[src/rtl/uart_tx_pkg.sv]
// Shared definitions for the memory-mapped UART transmitter.
package uart_tx_pkg;

  // Transmit FSM states.
  typedef enum logic [1:0] {
    ST_IDLE  = 2'd0,
    ST_START = 2'd1,
    ST_DATA  = 2'd2,
    ST_STOP  = 2'd3
  } state_t;

  // Register word offsets, decoded from ADD_I[3:2].
  localparam logic [1:0] REG_DATA = 2'd0;
  localparam logic [1:0] REG_CTRL = 2'd1;
  localparam logic [1:0] REG_DIV  = 2'd2;
  localparam logic [1:0] REG_STAT = 2'd3;

  // CTRL bit positions.
  localparam int unsigned CTRL_EN      = 0;
  localparam int unsigned CTRL_IM      = 1;
  localparam int unsigned CTRL_OVF_CLR = 2;

  // STATUS bit positions.
  localparam int unsigned STAT_BUSY      = 0;
  localparam int unsigned STAT_FULL      = 1;
  localparam int unsigned STAT_EMPTY     = 2;
  localparam int unsigned STAT_OVF       = 3;
  localparam int unsigned STAT_COUNT_LSB = 8;

endpackage

[src/rtl/uart_tx_dev_if.sv]
// Responder-side register bus shared with the timer devices.
// Protocol: there is no valid/ready pair. A write happens at every rising
// clk edge where WE_I=1, to the register selected by ADD_I[3:2]; the device
// never stalls. DAT_O is a combinational function of ADD_I and register state,
// and IRQ_O is a level derived from register state.
interface uart_tx_dev_if;
  logic [3:0]  ADD_I;
  logic        WE_I;
  logic [31:0] DAT_I;
  logic [31:0] DAT_O;
  logic        IRQ_O;

  modport master (output ADD_I, WE_I, DAT_I, input DAT_O, IRQ_O);
  modport slave  (input ADD_I, WE_I, DAT_I, output DAT_O, IRQ_O);
endinterface

[src/rtl/sync_fifo.sv]
// Generic synchronous FIFO with occupancy count. A push while full is only
// accepted when a pop happens in the same cycle, so the count stays put.
module sync_fifo #(
  parameter int unsigned WIDTH = 8,
  parameter int unsigned DEPTH = 8
) (
  input  logic                   clk,
  input  logic                   reset,
  input  logic                   push_i,
  input  logic                   pop_i,
  input  logic [WIDTH-1:0]       din_i,
  output logic [WIDTH-1:0]       dout_o,
  output logic                   full_o,
  output logic                   empty_o,
  output logic [$clog2(DEPTH):0] count_o
);
  localparam int unsigned AW = $clog2(DEPTH);

  logic [WIDTH-1:0] mem_q [DEPTH];
  logic [AW-1:0]    wr_ptr_q;
  logic [AW-1:0]    rd_ptr_q;
  logic [AW:0]      count_q;
  logic             do_push;
  logic             do_pop;

  assign empty_o = (count_q == '0);
  assign full_o  = (count_q == (AW+1)'(DEPTH));
  assign count_o = count_q;
  assign dout_o  = mem_q[rd_ptr_q];
  assign do_pop  = pop_i && !empty_o;
  assign do_push = push_i && (!full_o || do_pop);

  // Storage array; contents need no reset because the pointers define validity.
  always_ff @(posedge clk) begin
    if (do_push) mem_q[wr_ptr_q] <= din_i;
  end

  // Pointers and occupancy.
  always_ff @(posedge clk) begin
    if (reset) begin
      wr_ptr_q <= '0;
      rd_ptr_q <= '0;
      count_q  <= '0;
    end else begin
      if (do_push) wr_ptr_q <= wr_ptr_q + 1'b1;
      if (do_pop)  rd_ptr_q <= rd_ptr_q + 1'b1;
      case ({do_push, do_pop})
        2'b10:   count_q <= count_q + 1'b1;
        2'b01:   count_q <= count_q - 1'b1;
        default: count_q <= count_q;
      endcase
    end
  end
endmodule

[src/rtl/uart_tx_dev.sv]
// UART 8N1 transmitter bus device: register file, FIFO, baud/bit counters and
// the frame FSM. Each bit lasts DIV+1 clocks, DIV being latched per frame.
module uart_tx_dev
  import uart_tx_pkg::*;
#(
  parameter int unsigned DEPTH     = 8,
  parameter logic [15:0] DIV_RESET = 16'd433
) (
  input  logic         clk,
  input  logic         reset,
  uart_tx_dev_if.slave bus,
  output logic         txd,
  output state_t       dbg_state_o
);
  localparam int unsigned CW = $clog2(DEPTH) + 1;

  logic          en_q, im_q, ovf_q;
  logic [15:0]   div_q;
  state_t        state_q;
  logic          txd_q;
  logic [7:0]    shift_q;
  logic [15:0]   div_lat_q;
  logic [15:0]   baud_q;
  logic [2:0]    bit_cnt_q;

  logic [1:0]    reg_sel;
  logic          wr_data, wr_ctrl, wr_div;
  logic          fifo_full, fifo_empty;
  logic [7:0]    fifo_dout;
  logic [CW-1:0] fifo_count;
  logic          busy, baud_done, frame_end, pop, push;
  logic [31:0]   rdata;
  logic          unused_bits;

  assign reg_sel   = bus.ADD_I[3:2];
  assign wr_data   = bus.WE_I && (reg_sel == REG_DATA);
  assign wr_ctrl   = bus.WE_I && (reg_sel == REG_CTRL);
  assign wr_div    = bus.WE_I && (reg_sel == REG_DIV);
  assign busy      = (state_q != ST_IDLE);
  assign baud_done = (baud_q == 16'd0);
  assign frame_end = (state_q == ST_STOP) && baud_done;
  // A new frame starts from idle or directly out of the last stop-bit clock.
  assign pop       = en_q && !fifo_empty && ((state_q == ST_IDLE) || frame_end);
  // A write to a full FIFO still lands when the same cycle frees a slot.
  assign push      = wr_data && (!fifo_full || pop);
  assign unused_bits = ^{bus.ADD_I[1:0], bus.DAT_I[31:16]};

  sync_fifo #(.WIDTH(8), .DEPTH(DEPTH)) u_fifo (
    .clk     (clk),
    .reset   (reset),
    .push_i  (push),
    .pop_i   (pop),
    .din_i   (bus.DAT_I[7:0]),
    .dout_o  (fifo_dout),
    .full_o  (fifo_full),
    .empty_o (fifo_empty),
    .count_o (fifo_count)
  );

  // Control, divisor and overflow registers.
  always_ff @(posedge clk) begin
    if (reset) begin
      en_q  <= 1'b0;
      im_q  <= 1'b0;
      ovf_q <= 1'b0;
      div_q <= DIV_RESET;
    end else begin
      if (wr_ctrl) begin
        en_q <= bus.DAT_I[CTRL_EN];
        im_q <= bus.DAT_I[CTRL_IM];
      end
      if (wr_div) div_q <= bus.DAT_I[15:0];
      if (wr_data && fifo_full && !pop) ovf_q <= 1'b1;
      else if (wr_ctrl && bus.DAT_I[CTRL_OVF_CLR]) ovf_q <= 1'b0;
    end
  end

  // Frame FSM: start bit, 8 data bits LSB first, stop bit; txd is registered.
  always_ff @(posedge clk) begin
    if (reset) begin
      state_q   <= ST_IDLE;
      txd_q     <= 1'b1;
      shift_q   <= 8'd0;
      div_lat_q <= 16'd0;
      baud_q    <= 16'd0;
      bit_cnt_q <= 3'd0;
    end else begin
      case (state_q)
        ST_IDLE: begin
          if (pop) begin
            state_q   <= ST_START;
            txd_q     <= 1'b0;
            shift_q   <= fifo_dout;
            div_lat_q <= div_q;
            baud_q    <= div_q;
          end
        end
        ST_START: begin
          if (baud_done) begin
            state_q   <= ST_DATA;
            txd_q     <= shift_q[0];
            baud_q    <= div_lat_q;
            bit_cnt_q <= 3'd0;
          end else begin
            baud_q <= baud_q - 16'd1;
          end
        end
        ST_DATA: begin
          if (baud_done) begin
            baud_q <= div_lat_q;
            if (bit_cnt_q == 3'd7) begin
              state_q <= ST_STOP;
              txd_q   <= 1'b1;
            end else begin
              bit_cnt_q <= bit_cnt_q + 3'd1;
              shift_q   <= {1'b0, shift_q[7:1]};
              txd_q     <= shift_q[1];
            end
          end else begin
            baud_q <= baud_q - 16'd1;
          end
        end
        ST_STOP: begin
          if (baud_done) begin
            if (pop) begin
              state_q   <= ST_START;
              txd_q     <= 1'b0;
              shift_q   <= fifo_dout;
              div_lat_q <= div_q;
              baud_q    <= div_q;
            end else begin
              state_q <= ST_IDLE;
            end
          end else begin
            baud_q <= baud_q - 16'd1;
          end
        end
        default: state_q <= ST_IDLE;
      endcase
    end
  end

  // Combinational read mux; unmapped bits read 0.
  always_comb begin
    rdata = 32'd0;
    case (reg_sel)
      REG_CTRL: begin
        rdata[CTRL_EN] = en_q;
        rdata[CTRL_IM] = im_q;
      end
      REG_DIV:  rdata[15:0] = div_q;
      REG_STAT: begin
        rdata[STAT_BUSY]              = busy;
        rdata[STAT_FULL]              = fifo_full;
        rdata[STAT_EMPTY]             = fifo_empty;
        rdata[STAT_OVF]               = ovf_q;
        rdata[STAT_COUNT_LSB +: 4]    = 4'(fifo_count);
      end
      default: rdata = 32'd0;
    endcase
  end

  assign bus.DAT_O   = rdata;
  assign bus.IRQ_O   = im_q && fifo_empty && !busy;
  assign txd         = txd_q;
  assign dbg_state_o = state_q;
endmodule

[src/flat_wrapper.sv]
// flat-port wrapper written by rule: the top's interface ports become plain ports
module uart_tx_dev_flat import uart_tx_pkg::*;
#(
  parameter int unsigned DEPTH     = 8,
  parameter logic [15:0] DIV_RESET = 16'd433
)
  (clk, reset, txd, dbg_state_o, bus_ADD_I, bus_WE_I, bus_DAT_I, bus_DAT_O, bus_IRQ_O);
  uart_tx_dev_if bus_i ();
  input  logic clk;
  input  logic reset;
  output logic txd;
  output state_t dbg_state_o;
  input wire logic [$bits(bus_i.ADD_I)-1:0] bus_ADD_I;
  input wire logic [$bits(bus_i.WE_I)-1:0] bus_WE_I;
  input wire logic [$bits(bus_i.DAT_I)-1:0] bus_DAT_I;
  output wire logic [$bits(bus_i.DAT_O)-1:0] bus_DAT_O;
  output wire logic [$bits(bus_i.IRQ_O)-1:0] bus_IRQ_O;
  assign bus_i.ADD_I = bus_ADD_I;
  assign bus_i.WE_I = bus_WE_I;
  assign bus_i.DAT_I = bus_DAT_I;
  assign bus_DAT_O = bus_i.DAT_O;
  assign bus_IRQ_O = bus_i.IRQ_O;
  uart_tx_dev #(.DEPTH(DEPTH), .DIV_RESET(DIV_RESET)) u_core (.clk(clk), .reset(reset), .bus(bus_i), .txd(txd), .dbg_state_o(dbg_state_o));
endmodule
[config.mk]
export PLATFORM = sky130hd
export DESIGN_NAME = uart_tx_dev_flat
export DESIGN_NICKNAME = d
export VERILOG_FILES = /design/src/rtl/uart_tx_pkg.sv /design/src/rtl/uart_tx_dev_if.sv /design/src/rtl/sync_fifo.sv /design/src/rtl/uart_tx_dev.sv /design/src/flat_wrapper.sv
export SDC_FILE = /design/constraint.sdc
export NUM_CORES = 1
export LEC_CHECK = 0
export CAP_MARGIN = 5
export CELL_PAD_IN_SITES_DETAIL_PLACEMENT = 1
export CELL_PAD_IN_SITES_GLOBAL_PLACEMENT = 2
export CORE_ASPECT_RATIO = 1.4
export CORE_MARGIN = 2
export CORE_UTILIZATION = 37
export DETAILED_ROUTE_END_ITERATION = 7
export PLACE_DENSITY_LB_ADDON = 0.1
export RECOVER_POWER = 100
export SLEW_MARGIN = 20
export SYNTH_ARGS = -nofsm -noshare
export SYNTH_HDL_FRONTEND = slang
export SYNTH_SLANG_ARGS = --single-unit
[constraint.sdc]
create_clock -name clk -period 3.7 [get_ports clk]
set_input_delay 0.74 -clock clk [delete_from_list [all_inputs] [get_ports clk]]
set_output_delay 0.74 -clock clk [all_outputs]
set_load 0.01 [all_outputs]
==> results.yml <==
route:
  vias: 5119
  drtIter0Drc: 250
  drt-total-wl_um: 19940
  vias_per_cell: 5.360
  drc: 0
  postRouteAntennaNets: 0
  routedWlPerCell_um: 20.88
  firstDrtPassIters: 4
worst_hold_path:
  min_path_type: "flip-flop to flip-flop"
outcome:
  status: "finished clean"
logic_synthesis:
  synth_adder_area_share_pct: 2.706
  synthDistinctLibCells: 63
  netlist_instances: 647
  synth_top_area_share_pct: 27.71
  ys_seq_elements: 142
  synth_compound_area_share_pct: 11.83
  synthTopCellsByCount: "78 x dfxtp_1, 77 x nand2_1, 64 x edfxtp_1, 61 x nor2_1, 46 x mux2i_1"
  yosysSeqAreaShare_pct: 50.22
  avgSynthCellArea_um2: 10.72
  synthArstFlopShare_pct: 0
  yosys_warnings: 0
  synth_simple_gate_area_share_pct: 15.31
  yosysTopAreaCell: "edfxtp_1"
  synth_xor_xnor_area_share_pct: 2.652
  synth_top_family_by_area: "simple AND/OR/NAND/NOR gates"
  yosys.cell_count.top_type: "dfxtp_1"
  synth_area_mm2: 0.006937
  synth.area.top_cells: "edfxtp_1 28%, dfxtp_1 23%, mux2i_1 6.6%"
  ys.flop_type: "dfxtp_1"
  synth_edf_count: 64
  synth.mux.area_fraction_pct: 12.48
final_layout:
  diodes: 0
  nFillCells: 2036
  syn2layout_area_growth_pct: 17.68
  fin_nets: 752
  stdcell_count: 955
  drive_gt1_share_pct: 11.53
  multiInputGateArea_mm2: 0.003169
  fin_util_pct: 44.23
  seqCellArea_mm2: 0.003483
sta:
  holdWs_ns: 0.4466
  max_slew_margin_pct: 7.516
  tns_ns: 0
  worst_slew_pin_slew_ns: 1.387
  period_needed_ns: 3.459
  fin_crit_sh_pct: 93.47
  grt_setup_unrepaired: "no"
  slew_viol_final: 0
  setup-violations-final: 0
  hold_viol_final: 0
  fmax_mhz: 289.1
  fin_skew_ns: 0.01069
floorplanning:
  die-area_mm2: 0.01987
  fp.coreArea_mm2: 0.01846
  num_io_pins: 75
  die_y_um: 166.0
  rows: 59
  start_util_pct: 37.59
  die_x_um: 119.7
global_routing:
  grt_use_met1_pct: 23.65
  grt_max_degree: 43
  grt_pass1_wl_um: 31840
  grtUsageTotal_pct: 20.97
  use_met2_pct: 37.94
  use_met3_pct: 3.674
  busiest_layer: "met2"
  grt_pass1_vias: 5583
  grt-ovfl-total: 0
  antenna_found_initial: 0
worst_setup_path:
  cp_cell_sequence: "dlygate4sd3_1 > buf_4 > nor2b_1 > clkbuf_1 > and2_0 > clkdlybuf4s50_1"
  cp_top_family: "buffers and inverters"
  critPathRequiredTime_ns: 2.96
  start_kind: "input port"
  cpPeakStageDelay_ns: 0.56
  crit_path_max_fanout: 10
  critPathKind: "input port to primary output"
  crit_arrival_ns: 2.72
  r2r_setup_slack_ns: 0.34
  cp_num_buf_inv: 4
  cp_slowest_cell: "dlygate4sd3_1"
  crit_path_end_kind: "primary output"
place:
  dp.cells: 923
  hpwl_um: 14060
  place_congestion: 0.7947
  io_buffers: 40
pwr:
  fin_total_pwr_uw: 4134
  p_leak_uw: 0.002938
  power_density_mw_per_mm2: 506.4
  ir_drop_v: 0.0002987
cts:
  cts_buffers: 17
  clock_sinks: 142
  clk_root_buffer_cell: "clkbuf_16"
  hold_buffers: 0
  cts-resized-gates: 0
  cts.path.max_buffers: 2
  clock_latency_ns: 0.43
  tritoncts: "done"
  cts-htree-levels: 4
  postCtsSetupBuffers: 0
  clkSlewWorstSetupHoldPaths_ns: 0.06
run:
  drv_cap: 0
==> sequential cells by signal (all words and copies together) (netlist names), named ones only <==
name                    cells
u_core.dbg_state_o          2
u_core.div_lat_q           16
u_core.baud_q              16
u_core.bit_cnt_q            3
u_core.shift_q              8
u_core.u_fifo.count_o       4
u_core.u_fifo.mem_q        64
u_core.txd                  1
u_core.u_fifo.rd_ptr_q      3
u_core.im_q                 1
u_core.u_fifo.wr_ptr_q      3
u_core.ovf_q                1
u_core.div_q               16
u_core.en_q                 1
==> layer usage <==
metal	wire length, um	up-vias
li1	-	2428
met1	7974	2569
met2	10640	82
met3	583	40
met4	740	0
met5	0	-
==> layout make-up <==
type	instances	area share, %
inverter	9	0.4139
clock inverter	15	1.839
timing repair buffer	74	7.296
tap	244	3.740
multi-input combinational	454	38.83
clock buffer	17	5.212
sequential	142	42.67
==> kinds of logic after synthesis <==
group / count (synthesis)
AND/OR/NAND/NOR: 211
XOR/XNOR: 21
multiplexers: 66
adder cells (fa/ha/maj): 15
buffers and inverters: 66
flip-flops: 142
other: 1
AO/OA/AOI/OAI: 125
==> metrics by stage <==
step / setup WS [ns] / area (um^2)
2_1_floorplan: 0.4358 / 6993
3_3_place_gp: 0.3121 / 7654
3_5_place_dp: 0.2966 / 7654
4_1_cts: 0.3704 / 8229
5_1_grt: 0.08335 / 8163
6_report: 0.2415 / 8163
==> final timing paths <==
check	startpoint	end	cells after the start
setup / recovery	bus_ADD_I[3]	bus_DAT_O[4]	6
hold / removal	u_core.txd	u_core.txd	2
setup reg to reg	u_core.baud_q[0]	u_core.u_fifo.count_o[2]	14
hold reg to reg	u_core.txd	u_core.txd	2
==> report_power, final <==
part / internal, uW / switching [uW] / total [uW]
sequential: 1670 / 38.4 / 1710
clock: 948 / 745 / 1690
combinational: 264 / 468 / 731
==> cells in the final DEF, fill, tap and decap left out, types with 4 or more instances in the layout <==
| cell type | count |
|---|---|
| dfxtp_1 | 78 |
| nand2_1 | 77 |
| edfxtp_1 | 64 |
| nor2_1 | 61 |
| mux2i_1 | 46 |
| a21oi_1 | 41 |
| o21ai_0 | 28 |
| dlygate4sd3_1 | 21 |
| buf_4 | 19 |
| clkdlybuf4s50_1 | 18 |
| clkbuf_16 | 17 |
| mux4_2 | 16 |
| conb_1 | 16 |
| ha_1 | 15 |
| clkbuf_1 | 14 |
| xnor2_1 | 12 |
| inv_1 | 9 |
| xor2_1 | 9 |
| nor2b_1 | 8 |
| nand3b_1 | 8 |
| and2_0 | 7 |
| nor3_1 | 7 |
| o21a_1 | 7 |
| nor3b_1 | 6 |
| nand3_1 | 6 |
| o32ai_1 | 6 |
| a31oi_1 | 5 |
| a221o_1 | 5 |
| o211ai_1 | 5 |
| inv_6 | 5 |
| mux2_2 | 4 |
| and3_1 | 4 |
| or3_1 | 4 |
==> worst register-to-register path, stage by stage, from the launching register on <==
cell and delay, ns:
dfxtp_1 0.38, inv_1 0.11, ha_1 0.19, nor3b_1 0.32, nand4_2 0.19, a21o_1 0.32, a21boi_4 0.26, inv_1 0.15
ha_1 0.28, xor2_1 0.16, ha_1 0.20, a21oi_1 0.16, xor2_1 0.10, or3_1 0.31, a21oi_1 0.15
Note: power is estimated with default switching activity, not from simulation.
